File: src/rtl/down_counter_sequencer.sv
// down_counter_sequencer
// Queues start values from a valid/ready client and runs one job at a time on an
// external parallel-load T-FF down counter. Each job runs clear -> load -> count -> done.
// A zero start value completes immediately without touching the counter.
// A watchdog flags a job that does not complete within TIMEOUT count cycles; the error
// holds the counter in clear until abort.
// Outputs are registered. They are computed from the next state, so each one matches
// the state that is current on the same cycle.
module down_counter_sequencer #(
    parameter int WIDTH   = 4,
    parameter int DEPTH   = 2,
    parameter int TIMEOUT = 20
) (
    input  logic                             clk,
    input  logic                             reset,
    input  logic                             req_valid,
    input  logic [WIDTH-1:0]                 req_value,
    output logic                             req_ready,
    input  logic                             abort,
    output logic [WIDTH-1:0]                 cnt_in,
    output logic                             cnt_select,
    output logic                             cnt_reset,
    input  logic [WIDTH-1:0]                 cnt_out,
    input  logic                             cnt_cmpltd,
    output logic                             busy,
    output logic                             done,
    output logic [WIDTH-1:0]                 done_value,
    output logic [$clog2(TIMEOUT+1)-1:0]     done_cycles,
    output logic                             err_timeout
);

    localparam int TW = $clog2(TIMEOUT + 1);
    localparam int AW = $clog2(DEPTH);
    localparam int CW = $clog2(DEPTH + 1);

    typedef enum logic [2:0] {
        S_IDLE  = 3'd0,
        S_CLEAR = 3'd1,
        S_LOAD  = 3'd2,
        S_COUNT = 3'd3,
        S_DONE  = 3'd4,
        S_ERR   = 3'd5
    } state_t;

    // ------------------------------------------------------------------
    // Request FIFO
    // ------------------------------------------------------------------
    logic [WIDTH-1:0] r_mem [DEPTH];
    logic [AW-1:0]    r_wptr;
    logic [AW-1:0]    r_rptr;
    logic [CW-1:0]    r_count;

    logic             w_push;
    logic             w_pop;
    logic [WIDTH-1:0] w_head;

    // Counter value is observed for debug only; it never steers control.
    logic             w_unused_cnt_out;

    state_t           r_state;
    state_t           w_state_nxt;

    logic [WIDTH-1:0] r_cur;
    logic [WIDTH-1:0] w_cur_nxt;
    logic [TW-1:0]    r_timer;
    logic [TW-1:0]    w_timer_inc;

    logic             w_cnt_reset_nxt;
    logic             w_cnt_select_nxt;
    logic [WIDTH-1:0] w_cnt_in_nxt;
    logic             w_busy_nxt;
    logic             w_done_nxt;
    logic             w_err_nxt;
    logic [WIDTH-1:0] w_done_value_nxt;
    logic [TW-1:0]    w_done_cycles_nxt;

    logic             r_cnt_reset;
    logic             r_cnt_select;
    logic [WIDTH-1:0] r_cnt_in;
    logic             r_busy;
    logic             r_done;
    logic             r_err;
    logic [WIDTH-1:0] r_done_value;
    logic [TW-1:0]    r_done_cycles;

    assign w_unused_cnt_out = ^cnt_out;

    // Ready depends only on the registered occupancy. A pop in the same cycle does not
    // free a slot early.
    assign req_ready = (r_count != CW'(DEPTH));
    assign w_push    = req_valid && req_ready;
    assign w_pop     = (r_state == S_IDLE) && (r_count != '0);
    assign w_head    = r_mem[r_rptr];

    // FIFO storage: written on every accepted request.
    always_ff @(posedge clk) begin
        if (w_push) begin
            r_mem[r_wptr] <= req_value;
        end
    end

    // FIFO pointers and occupancy. A reset drops every queued entry.
    always_ff @(posedge clk) begin
        if (!reset) begin
            r_wptr  <= '0;
            r_rptr  <= '0;
            r_count <= '0;
        end else begin
            if (w_push) begin
                r_wptr <= r_wptr + AW'(1);
            end
            if (w_pop) begin
                r_rptr <= r_rptr + AW'(1);
            end
            case ({w_push, w_pop})
                2'b10:   r_count <= r_count + CW'(1);
                2'b01:   r_count <= r_count - CW'(1);
                default: r_count <= r_count;
            endcase
        end
    end

    // ------------------------------------------------------------------
    // Job sequencing FSM
    // ------------------------------------------------------------------
    assign w_timer_inc = r_timer + TW'(1);
    assign w_cur_nxt   = w_pop ? w_head : r_cur;

    // State register.
    always_ff @(posedge clk) begin
        if (!reset) begin
            r_state <= S_IDLE;
        end else begin
            r_state <= w_state_nxt;
        end
    end

    // Next-state logic. Abort outranks completion and timeout in the active states.
    always_comb begin
        w_state_nxt = r_state;
        case (r_state)
            S_IDLE: begin
                if (w_pop) begin
                    w_state_nxt = (w_head == '0) ? S_DONE : S_CLEAR;
                end
            end
            S_CLEAR: begin
                w_state_nxt = abort ? S_IDLE : S_LOAD;
            end
            S_LOAD: begin
                w_state_nxt = abort ? S_IDLE : S_COUNT;
            end
            S_COUNT: begin
                if (abort) begin
                    w_state_nxt = S_IDLE;
                end else if (cnt_cmpltd) begin
                    w_state_nxt = S_DONE;
                end else if (w_timer_inc == TW'(TIMEOUT)) begin
                    w_state_nxt = S_ERR;
                end
            end
            S_DONE: begin
                w_state_nxt = S_IDLE;
            end
            S_ERR: begin
                if (abort) begin
                    w_state_nxt = S_IDLE;
                end
            end
            default: begin
                w_state_nxt = S_IDLE;
            end
        endcase
    end

    // Job value and watchdog timer. The timer restarts in LOAD and runs through COUNT.
    always_ff @(posedge clk) begin
        r_cur <= w_cur_nxt;
        if (r_state == S_LOAD) begin
            r_timer <= '0;
        end else if (r_state == S_COUNT) begin
            r_timer <= w_timer_inc;
        end
    end

    // Output decode for the state being entered.
    always_comb begin
        w_cnt_reset_nxt   = !((w_state_nxt == S_CLEAR) || (w_state_nxt == S_ERR));
        w_cnt_select_nxt  = (w_state_nxt == S_LOAD);
        w_cnt_in_nxt      = (w_state_nxt == S_LOAD) ? w_cur_nxt : '0;
        w_busy_nxt        = (w_state_nxt != S_IDLE);
        w_done_nxt        = (w_state_nxt == S_DONE);
        w_err_nxt         = (w_state_nxt == S_ERR);
        w_done_value_nxt  = r_done_value;
        w_done_cycles_nxt = r_done_cycles;
        if (w_state_nxt == S_DONE) begin
            w_done_value_nxt = w_cur_nxt;
            // A zero job reaches DONE straight from IDLE and spends no cycles counting.
            w_done_cycles_nxt = (r_state == S_COUNT) ? w_timer_inc : '0;
        end
    end

    // Output registers. Reset holds the counter in clear and zeroes every report.
    always_ff @(posedge clk) begin
        if (!reset) begin
            r_cnt_reset   <= 1'b0;
            r_cnt_select  <= 1'b0;
            r_cnt_in      <= '0;
            r_busy        <= 1'b0;
            r_done        <= 1'b0;
            r_err         <= 1'b0;
            r_done_value  <= '0;
            r_done_cycles <= '0;
        end else begin
            r_cnt_reset   <= w_cnt_reset_nxt;
            r_cnt_select  <= w_cnt_select_nxt;
            r_cnt_in      <= w_cnt_in_nxt;
            r_busy        <= w_busy_nxt;
            r_done        <= w_done_nxt;
            r_err         <= w_err_nxt;
            r_done_value  <= w_done_value_nxt;
            r_done_cycles <= w_done_cycles_nxt;
        end
    end

    assign cnt_reset   = r_cnt_reset;
    assign cnt_select  = r_cnt_select;
    assign cnt_in      = r_cnt_in;
    assign busy        = r_busy;
    assign done        = r_done;
    assign err_timeout = r_err;
    assign done_value  = r_done_value;
    assign done_cycles = r_done_cycles;

endmodule

File: config.mk
export PLATFORM = sky130hd
export DESIGN_NAME = down_counter_sequencer
export DESIGN_NICKNAME = d
export VERILOG_FILES = /design/src/rtl/down_counter_sequencer.sv
export SDC_FILE = /design/constraint.sdc
export NUM_CORES = 1
export LEC_CHECK = 0
export ABC_AREA = 1
export CAP_MARGIN = 0
export CORE_MARGIN = 8
export CORE_UTILIZATION = 41
export CTS_CLUSTER_SIZE = 20
export DETAILED_ROUTE_END_ITERATION = 10
export HOLD_SLACK_MARGIN = 0.15
export PLACE_DENSITY = 0.73
export RECOVER_POWER = 50
export SLEW_MARGIN = 0
export SYNTH_ARGS = -nofsm -noshare
export SYNTH_HDL_FRONTEND = slang
export SYNTH_SLANG_ARGS = --single-unit
File: constraint.sdc
create_clock -name clk -period 3.3 [get_ports clk]
set_clock_uncertainty 0.1 [all_clocks]
set_input_delay 0.33 -clock clk [delete_from_list [all_inputs] [get_ports clk]]
set_output_delay 0.33 -clock clk [all_outputs]
set_load 0.03 [all_outputs]
==> metrics.txt <==
clock-pin slew on the worst setup and hold paths=80 ps; Design Area, Final=0.00227 mm2; Area growth syn-to-layout=16.8%; port bufs=27; clk sinks=43; CTS tree=built; Vias/cell=4.75; Via Count=approximately 1500; width of the die=84.9 um; pwr/cell area=about 770 mW/mm2; Setup crit end kind=register; synthesized area per cell=8.69 um2; Post-CTS Resized=0; dpl hpwl=2580 um; commonest non-fill, non-tap cell in the layout=nand2_1; Worst setup SP type=register; Worst VDD drop=approximately 0.33 mV; routability cong.=0.869; prevailing post-synth register cell=dfxtp_1; antenna-violating nets left=0; Crit Path Class=register to register; CTS Buf Count=5; CTS Hold Bufs=0; crit-path max FO=18; Yosys warnings=0; Iter 0 DRT Violations=129; CTS Buffer Depth=2; Final Hold Fails=0; first-pass GRT wire length=6200 um; All-Layer GR Usage=0.106; Post-CTS Setup Repair Bufs=0; clk_lat worst skew=290 ps; Critical Path AT=2590 ps; register area share after synthesis=0.483; period utilization=0.761; gr ovfl total=0; DRC=0; Cell Area, Synth=0.00195 mm2; Final setup violation count=0; outcome=finished, final reports clean; maximum number of pins on one net before global-route repair=19; worst relative slew slack=0.555; core area=0.00466 mm2; area post-placement=approximately 0.0022 mm2; max-slew violations=0; Die Area=approximately 0.0072 mm2; Synth async-reset ratio=0; I/O pin cnt=32; Synth Net Count=240; Yosys cell types=30; First-pass DRT Iterations=4; Sum Neg Setup Slack=0 ps; Routed WL per cell=11.2 um; Leak=0.995 nW; Fmax=398 MHz; clk root buf=clkbuf_8; Initial Utilization=0.418; Hold/Removal Path Class=register to register; max capacitance violation total=0; slew at the pin closest to its max-slew limit=665 ps; final wirelength=3460 um; layout cell share with drive strength beyond 1=0.161; Cells after Synth=between 200 and 250; initial antenna violation count=0; nets=269; #FFs+latches synth=43; vias in the first global route=1388; crit path time final=2510 ps; Req. time, crit path=3380 ps; Die Height=84.9 um; Worst Hold Margin=360 ps; EDFF count, synth=8; Row Count=25; unrepaired setup endpoints after global routing=no; most frequent cells in the layout=nand2_1 (37), inv_1 (36), dfxtp_1 (35), nor2_1 (22), clkdlybuf4s50_1 (21); ant diodes=0; H-tree levels=2
cell usage after synthesis (2+ instances only):
cell      count  area share
nand2_1      36       0.069
ha_1          3       0.019
nand2_4       3       0.017
edfxtp_1      8        0.12
nand3_2       5       0.026
nor2_4        4       0.023
a21oi_2       8       0.036
inv_2         3      0.0058
nor2_2        3      0.0096
buf_12        2       0.021
dfxtp_1      35        0.36
nor2_1       21       0.040
o21ai_1       2      0.0051
nor3_1        2      0.0051
nand4_1       3      0.0096
a21oi_1       9       0.023
o21ai_0      11       0.028
or2_2         3      0.0096
nand2_2       3      0.0096
nand3_1      16       0.041
inv_1        35       0.067
per-layer routing:
metal / GRT usage / part of all wire
met1: 0.117 / 0.45
met2: 0.177 / 0.48
met3: 0.0319 / 0.047
met4: 0.0599 / 0.023
met5: 0 / 0
path summary, 6_finish.rpt:
path,to,cells after the start,slack (ps),start
max,busy,7,790,r_state[2]
min,r_rptr,1,360,r_rptr
max reg2reg,busy,7,790,r_state[2]
min reg2reg,r_rptr,1,360,r_rptr
per-stage QoR:
| step | utilization | power [mW] | instances | setup WS (ps) |
|---|---|---|---|---|
| 2_1_floorplan | - | 1.36 | 224 | 1590 |
| 3_3_place_gp | 0.477 | 1.47 | 300 | 978 |
| 3_5_place_dp | 0.477 | 1.49 | 300 | 960 |
| 4_1_cts | 0.495 | 1.81 | 308 | 1100 |
| 5_1_grt | 0.488 | 1.90 | 308 | 548 |
| 6_report | 0.488 | 1.76 | 308 | 789 |
power breakdown:
part | internal [mW] | switching [mW] | leakage [nW]
sequential | 0.657 | 0.0802 | 0.361
combinational | 0.237 | 0.463 | 0.586
clock | 0.145 | 0.177 | 0.0477
total | 1.04 | 0.719 | 0.995
worst max-delay path, stage by stage, from the launching register on:
cell and delay (ps):
dfxtp_1 470, nor2_4 60, nand3_1 230, clkinvlp_2 450
a21oi_4 690, inv_1 140, nand2_1 160, nand3_1 90
cell type report:
type                    count  area [um2]
multi-input cells         137         764
clock inverters             3        15.0
flip-flops and latches     43         941
fillers                   454        2390
well taps                  54        67.6
repair buffers             27         270
inverters                  39         148
clock buffers               5        68.8
registers in the layout, indices dropped and copies added (netlist names), named ones only:
| signal | flops |
|---|---|
| cnt_select | 1 |
| r_mem | 8 |
| r_cur | 4 |
| done_value | 4 |
| cnt_in | 4 |
| cnt_reset | 1 |
| done | 1 |
| r_wptr | 1 |
| r_count | 2 |
| r_timer | 5 |
| busy | 1 |
| err_timeout | 1 |
| r_state | 3 |
| done_cycles | 5 |
| r_rptr | 1 |
cells by family after synthesis:
logic type / after synthesis / synth area share
DFF: 43 / 0.483
adders and majority gates: 3 / 0.0193
AOI/OAI and AO/OA: 33 / 0.114
buffers and inverters: 44 / 0.110
and+or+nand+nor: 101 / 0.274
(Power assumes the default switching activity.)
